File: src/rtl/mem_access_unit.sv
// Big-endian load/store unit: aligned access in 1 beat; misaligned access split into MSB-first byte beats or errored.
// Response N+1 cycles after accept (error: next cycle); req_ready is low from accept until the response pulse ends.
module mem_access_unit #(
  parameter bit SPLIT_EN = 1'b1
) (
  input  logic        clk,
  input  logic        rst_n,
  input  logic        req_valid,
  output logic        req_ready,
  input  logic        req_write,
  input  logic [0:1]  req_size,
  input  logic        req_signed,
  input  logic [0:31] req_addr,
  input  logic [0:31] req_wdata,
  output logic        resp_valid,
  output logic [0:31] resp_rdata,
  output logic        resp_err,
  output logic [0:31] mem_addr,
  output logic [0:31] mem_wdata,
  output logic        mem_write,
  output logic [0:1]  mem_size,
  input  logic [0:31] mem_rdata
);

  typedef enum logic [1:0] {IDLE, XFER, RESP} state_t;

  state_t      state_q, state_d;
  logic        wr_q, sgn_q, err_q, split_q;
  logic [0:1]  size_q;
  logic [0:31] addr_q, wdata_q, asm_q;
  logic [0:1]  cnt_q, last_beat, sel_idx;
  logic        accept, misal, bad;
  logic [0:31] ext;

  assign req_ready = (state_q == IDLE);
  assign accept    = req_valid & req_ready;

  always_comb begin
    misal = ((req_size == 2'b01) && req_addr[31]) ||
            ((req_size == 2'b10) && (req_addr[30:31] != 2'b00));
    bad   = (req_size == 2'b11) || (misal && !SPLIT_EN);
  end

  assign last_beat = !split_q ? 2'd0 : ((size_q == 2'b01) ? 2'd1 : 2'd3);

  always_comb begin
    state_d = state_q;
    case (state_q)
      IDLE:    if (req_valid) state_d = bad ? RESP : XFER;
      XFER:    if (cnt_q == last_beat) state_d = RESP;
      RESP:    state_d = IDLE;
      default: state_d = IDLE;
    endcase
  end

  always_ff @(posedge clk or negedge rst_n) begin
    if (!rst_n) state_q <= IDLE;
    else        state_q <= state_d;
  end

  // Rejected requests only record the error so the memory-side outputs stay untouched.
  always_ff @(posedge clk or negedge rst_n) begin
    if (!rst_n) begin
      wr_q    <= 1'b0;
      sgn_q   <= 1'b0;
      err_q   <= 1'b0;
      split_q <= 1'b0;
      size_q  <= 2'b00;
      addr_q  <= '0;
      wdata_q <= '0;
      asm_q   <= '0;
      cnt_q   <= 2'd0;
    end else if (accept) begin
      err_q <= bad;
      if (!bad) begin
        wr_q    <= req_write;
        sgn_q   <= req_signed;
        size_q  <= req_size;
        addr_q  <= req_addr;
        wdata_q <= req_wdata;
        split_q <= misal;
        asm_q   <= '0;
        cnt_q   <= 2'd0;
      end
    end else if (state_q == XFER) begin
      if (!wr_q)
        asm_q <= split_q ? {asm_q[8:31], mem_rdata[24:31]} : mem_rdata;
      if (cnt_q != last_beat)
        cnt_q <= cnt_q + 2'd1;
    end
  end

  // A split half occupies the low two bytes of the store item, so its beats start at byte 2.
  assign sel_idx   = ((size_q == 2'b01) ? 2'd2 : 2'd0) + cnt_q;
  assign mem_addr  = addr_q + {30'b0, cnt_q};
  assign mem_size  = split_q ? 2'b00 : size_q;
  assign mem_wdata = split_q ? {24'b0, wdata_q[{sel_idx, 3'b000} +: 8]} : wdata_q;
  assign mem_write = (state_q == XFER) & wr_q;

  always_comb begin
    case (size_q)
      2'b00:   ext = {{24{sgn_q & asm_q[24]}}, asm_q[24:31]};
      2'b01:   ext = {{16{sgn_q & asm_q[16]}}, asm_q[16:31]};
      default: ext = asm_q;
    endcase
  end

  assign resp_valid = (state_q == RESP);
  assign resp_err   = resp_valid & err_q;
  assign resp_rdata = (resp_valid && !err_q && !wr_q) ? ext : 32'h0;

endmodule

File: config.mk
export PLATFORM = sky130hd
export DESIGN_NAME = mem_access_unit
export DESIGN_NICKNAME = d
export VERILOG_FILES = /design/src/rtl/mem_access_unit.sv
export SDC_FILE = /design/constraint.sdc
export NUM_CORES = 1
export LEC_CHECK = 0
export CORE_ASPECT_RATIO = 1.4
export CORE_UTILIZATION = 49
export DETAILED_ROUTE_END_ITERATION = 8
export PLACE_DENSITY = 0.86
export SLEW_MARGIN = 20
export SYNTH_ARGS = -nofsm -noshare
export SYNTH_HDL_FRONTEND = slang
export SYNTH_SLANG_ARGS = --single-unit
File: constraint.sdc
create_clock -name clk -period 5.8 [get_ports clk]
set_clock_uncertainty 0.2 [all_clocks]
set_input_delay 1.45 -clock clk [delete_from_list [all_inputs] [get_ports clk]]
set_output_delay 1.45 -clock clk [all_outputs]
set_load 0.05 [all_outputs]
---- Word level (Yosys, flattened, before mapping) ----
Cells that the tools add are included.
cells by class
  add/subtract/negate cells ............... 3
  $mul .................................... 0
  divide/modulo/power cells ............... 0
  order comparisons ....................... 0
  eq/ne operators ......................... 12
  shifts and indexed selects .............. 1
  multiplexer cells ....................... 20
  bitwise gates (word level) .............. 7
  reduce and logical (&&, ||, !) cells .... 16
operators by type and width
  kind                                                   number
  two-way mux 32 bit                                     7
  case mux 32 bit (2 select lines)                       1
  indexed part select 32 x 6 -> 33 bit                   1
  adder 32 x 2 -> 32 bit                                 1
  two-way mux 2 bit                                      11
  == test 2 x 1 -> 1 bit, second input constant          3
  == test 2 bit, second input constant                   3
  inequality test 2 bit, second input constant           3
  inverter 5 -> 6 bit                                    1
  AND reduction 3 bit                                    2
  nonzero test 2 bit                                     3
  AND 1 bit                                              5
  logical AND 1 bit                                      4
  logical NOT 2 bit                                      2
  case mux 2 bit (2 select lines)                        1
  AND reduction 2 bit                                    2
  adder 2 x 1 -> 2 bit, second input constant            1
  adder 2 bit                                            1
  == test 2 bit                                          1
  logical NOT 1 bit                                      2
  inequality test 2 x 1 -> 1 bit, second input constant  1
  inequality test 2 bit                                  1
  logical OR 1 bit                                       1
  inverter 1 bit                                         1
storage, ports and cells
  bits in registers ....................... 106
  bits in latches ......................... 0
  RAM bits ................................ 0
  bits in read-only memories .............. 0
  input bits .............................. 103
  output and inout port bits .............. 102
  word-level logic and storage cells ...... 69
  memories kept ........................... 0

---- Logic depth before layout (Yosys ltp) ----
  word-level depth ........................ 7
  depth in mapped cells ................... 7
  depth with buffers taken out ............ 7

---- Worst setup path after synthesis ----
OpenSTA, ideal clock, no wires.
  path kind ............................... flip-flop to output port
  from .................................... reg state_q[0]
  to ...................................... out resp_rdata[10] (netlist bit)
  data arrival time ....................... 2.521 ns
  path slack .............................. 1.629 ns
  stages on the path, launching flop included .. 6
  path buffers ............................ 1
  cell sequence ........................... dfrtp_1 > and2b_1 > nor3b_2 > o21ai_1 > clkbuf_1 > a21oi_1
on the way
  cells in the longest elaborated chain, start to end .. 4
ends and longest elaborated chain
  element                         RTL line  source
  start, declared                 27        state_t state_q, state_d;
  start signal, assigned          58        else state_q <= state_d;
  == test 2 bit                   108       assign resp_valid = (state_q == RESP);
  net resp_valid                  15        output logic resp_valid,
  logical AND 1 bit (2 in a row)  110       assign resp_rdata = (resp_valid && !err_q && !wr_q) ? ext : 32'h0;
  two-way mux 32 bit              110
  end, declared                   16        output logic [0:31] resp_rdata,
The timed path passes the listed nets, and every way through them passes these cells.

---- Worst setup path after layout ----
  from .................................... reg cnt_q[1] (netlist bit)
  to ...................................... out mem_addr[5] (netlist bit)
on the way
  cells in the longest elaborated chain, start to end .. 1
ends and longest elaborated chain
  element                 RTL line  source
  start, declared         31        logic [0:1] cnt_q, last_beat, sel_idx;
  start signal, assigned  89        cnt_q <= cnt_q + 2'd1;
  adder 32 x 2 -> 32 bit  95        assign mem_addr = addr_q + {30'b0, cnt_q};
  end, declared           18        output logic [0:31] mem_addr,
Every way passes these cells.

==> impl_metrics.py <==
metrics = {
    "die": {
        "start_util_pct": 50.5,
        "dieArea_um2": 12200,
        "rows": 46,
        "io_pins": 205,
        "die_h_um": 130,
        "fp.coreArea_um2": 11400,
        "fp.dieW_um": 93.6,
    },
    "hold_path": {
        "hold_start": "asm_q[0]$_DFFE_PN0P_",
        "hold_path.class": "reg2reg",
    },
    "global_route": {
        "grt_pass1_vias": 5322,
        "antenna_found_initial": 0,
        "grt_max_degree": 72,
        "top_usage_layer": "met2",
        "grtUsageMet1_pct": 30.9,
        "gr-usage-met2_pct": 47.4,
        "grtUsageTotal_pct": 26.6,
        "grt_pass1_wl_mm": 25.2,
        "grt_util_met3_pct": 3.61,
        "overflow": 0,
    },
    "logic_synthesis": {
        "synth_top_flop_cell": "dfrtp_1",
        "synth.distinct_cells": 41,
        "synth_area_leaders": "dfrtp_1, nand2_1, mux2i_1",
        "async_reset_ff_share_pct": 100,
        "synth_cells": 675,
        "synth_edf_count": 0,
        "netlist_area_um2": 5760,
        "syn_avg_cell_area_um2": 8.53,
        "syn_nets": 781,
        "synth_seq_area_share_pct": 46.1,
        "synth_top_cell_area_share_pct": 46.1,
        "ys_ff_latch": 106,
        "synth_warnings": 0,
        "yosysTopAreaCell": "dfrtp_1",
    },
    "power": {
        "finalPower_mw": 5.00,
        "power_density_nw_per_um2": 609,
        "max-vdd-ir-drop_mv": 0.377,
        "leakagePower_nw": 3.74,
    },
    "placement": {
        "dp_hpwl_mm": 11.6,
        "globalplace.congestion": 0.914,
        "numPortBuffers": 204,
        "place_area_um2": 7900,
    },
    "detailed_routing": {
        "wl_per_cell_um": 15.6,
        "wl_mm": 15.8,
        "routed-via-count": 5301,
        "ant_nets": 0,
        "dr.pass1.iters": 4,
        "avgViaCountPerCell": 5.25,
        "dr.first_iter.drc_count": 241,
        "drc": 0,
    },
    "sta": {
        "relSlewSlack_pct": 31.0,
        "worst_slew_pin_slew_ps": 1030,
        "fin_crit_sh_pct": 90.4,
        "drv_slew": 0,
        "max_freq_mhz": 191,
        "finalCriticalPeriod_ps": 5240,
        "tns_ps": 0,
        "hold_viol": 0,
        "rsz0062_at_grt": "no",
        "setup_viol_count_final": 0,
    },
    "clocking": {
        "postCtsSetupRepairBufs": 0,
        "cts_repair_resize_count": 0,
        "clockBufferDepth": 2,
        "path_clk_slew_ps": 70,
        "clk_latency_ps": 340,
        "root_buffer": "clkbuf_16",
        "cts_sinks": 106,
        "htree_levels": 3,
        "cts_buffers": 9,
        "tritoncts": "done",
        "hold_buffers": 0,
    },
    "setup_path": {
        "crit_type": "reg2out",
        "cp.required_ps": 4150,
        "r2r_start": "state_q[1]$_DFFE_PN0P_",
        "cp.arrival_ps": 3590,
        "cp_max_fo": 18,
        "start_kind": "register",
        "crit_path_end_kind": "output pin",
        "cp-startpoint": "cnt_q[1]$_DFFE_PN0P_",
    },
    "run_status": {
        "status": "finished clean",
    },
    "flow_run": {
        "maxCapViolations": 0,
    },
    "cells_and_area": {
        "syn_to_final_growth_pct": 42.6,
        "diodes": 0,
        "fin_area_um2": 8210,
        "fin_nets": 966,
        "drive_gt1_share_pct": 6.71,
    },
}
## metal layers
| metal | up-vias | share of wire (%) |
|---|---|---|
| li1 | 2574 | - |
| met1 | 2507 | 38 |
| met2 | 177 | 53 |
| met3 | 43 | 4.9 |
| met4 | 0 | 3.9 |
| met5 | - | 0 |
## cell type report
| type | instances | area, um2 |
|---|---|---|
| Clock buffer | 11 | 233 |
| Clock inverter | 5 | 80.1 |
| Fill cell | 862 | 3190 |
| Inverter | 21 | 78.8 |
| Multi-Input combinational cell | 512 | 2900 |
| Sequential cell | 106 | 2650 |
| Tap cell | 144 | 180 |
| Timing Repair Buffer | 210 | 2080 |
## critical path, cell delays in order, from the launching register on
cell	delay, ps
dfrtp_1	760
ha_1	290
inv_1	60
fa_1	450
nor2_1	310
and3_1	300
nand3_1	120
xnor2_1	150
clkdlybuf4s50_1	820
## metrics by stage
step	utilization (%)	std cells	setup slack, ps	hold WS (ps)
floorplan	-	675	1630	246
global placement	69.3	993	1020	264
detailed placement	69.3	993	958	266
CTS	72.0	1009	553	285
global route	72.0	1009	325	311
finish	72.0	1009	559	284
## path summary, 6_finish.rpt
path / endpoint / slack, ps / depth (start not counted)
max: mem_addr[5] / 560 / 8
min: asm_q[0]$_DFFE_PN0P_ / 280 / 2
max reg2reg: cnt_q[0]$_DFFE_PN0P_ / 3230 / 5
min reg2reg: asm_q[0]$_DFFE_PN0P_ / 280 / 2
max in group asynchronous: split_q$_DFFE_PN0P_ / 3310 / 2
min in group asynchronous: addr_q[27]$_DFFE_PN0P_ / 1040 / 1
## flip-flops by register name, indices dropped and copies added, names as in the netlist
signal and count:
state_q 2, sgn_q 1, wr_q 1, asm_q 32
cnt_q 2, wdata_q 32, size_q 2, addr_q 32
split_q 1, err_q 1
## cells in the final DEF, fill, tap and decap left out, types with 5 or more instances in the layout
cell,Yosys,routed
a21oi_1,26,26
and2_1,13,13
and3_1,5,5
buf_4,0,7
clkbuf_16,0,9
clkdlybuf4s50_1,0,203
dfrtp_1,106,105
inv_1,21,21
mux2_2,9,9
mux2i_1,25,25
nand2_1,252,251
nand3_1,9,9
nand4_1,5,5
nor2_1,25,25
nor2b_1,27,27
o21a_1,9,9
o21ai_0,13,13
o22ai_1,9,9
o31ai_2,20,20
xnor2_1,20,20
xor2_1,10,10
## synth_stat cells, types with 3 or more instances
| cell type | instances |
|---|---|
| inv_1 | 21 |
| o22ai_1 | 9 |
| and4_1 | 3 |
| clkbuf_1 | 33 |
| nand2b_1 | 4 |
| a21oi_1 | 26 |
| o31ai_2 | 20 |
| nand3_1 | 9 |
| nand2_1 | 252 |
| xor2_1 | 10 |
| o21ai_0 | 13 |
| mux2i_1 | 25 |
| o31ai_1 | 4 |
| nor3_1 | 4 |
| and3_1 | 5 |
| xnor2_1 | 20 |
| o21a_1 | 9 |
| nor2b_1 | 27 |
| nor2_1 | 25 |
| and2_1 | 13 |
| nand4_1 | 5 |
| dfrtp_1 | 106 |
| buf_2 | 3 |
| mux2_2 | 9 |
## power breakdown
| part | switching (mW) | internal, mW |
|---|---|---|
| Clock | 0.262 | 0.378 |
| Sequential | 0.338 | 1.07 |
| Combinational | 1.91 | 1.04 |
## cells by family after synthesis
family	synth area share, %
xor gates and xnor gates	4.85
and+or+nand+nor	27.0
buffers and inverters	3.78
adders and majority gates	0.782
muxes	6.11
DFF	46.1
AOI/OAI and AO/OA	11.4
(Power assumes the default switching activity.)
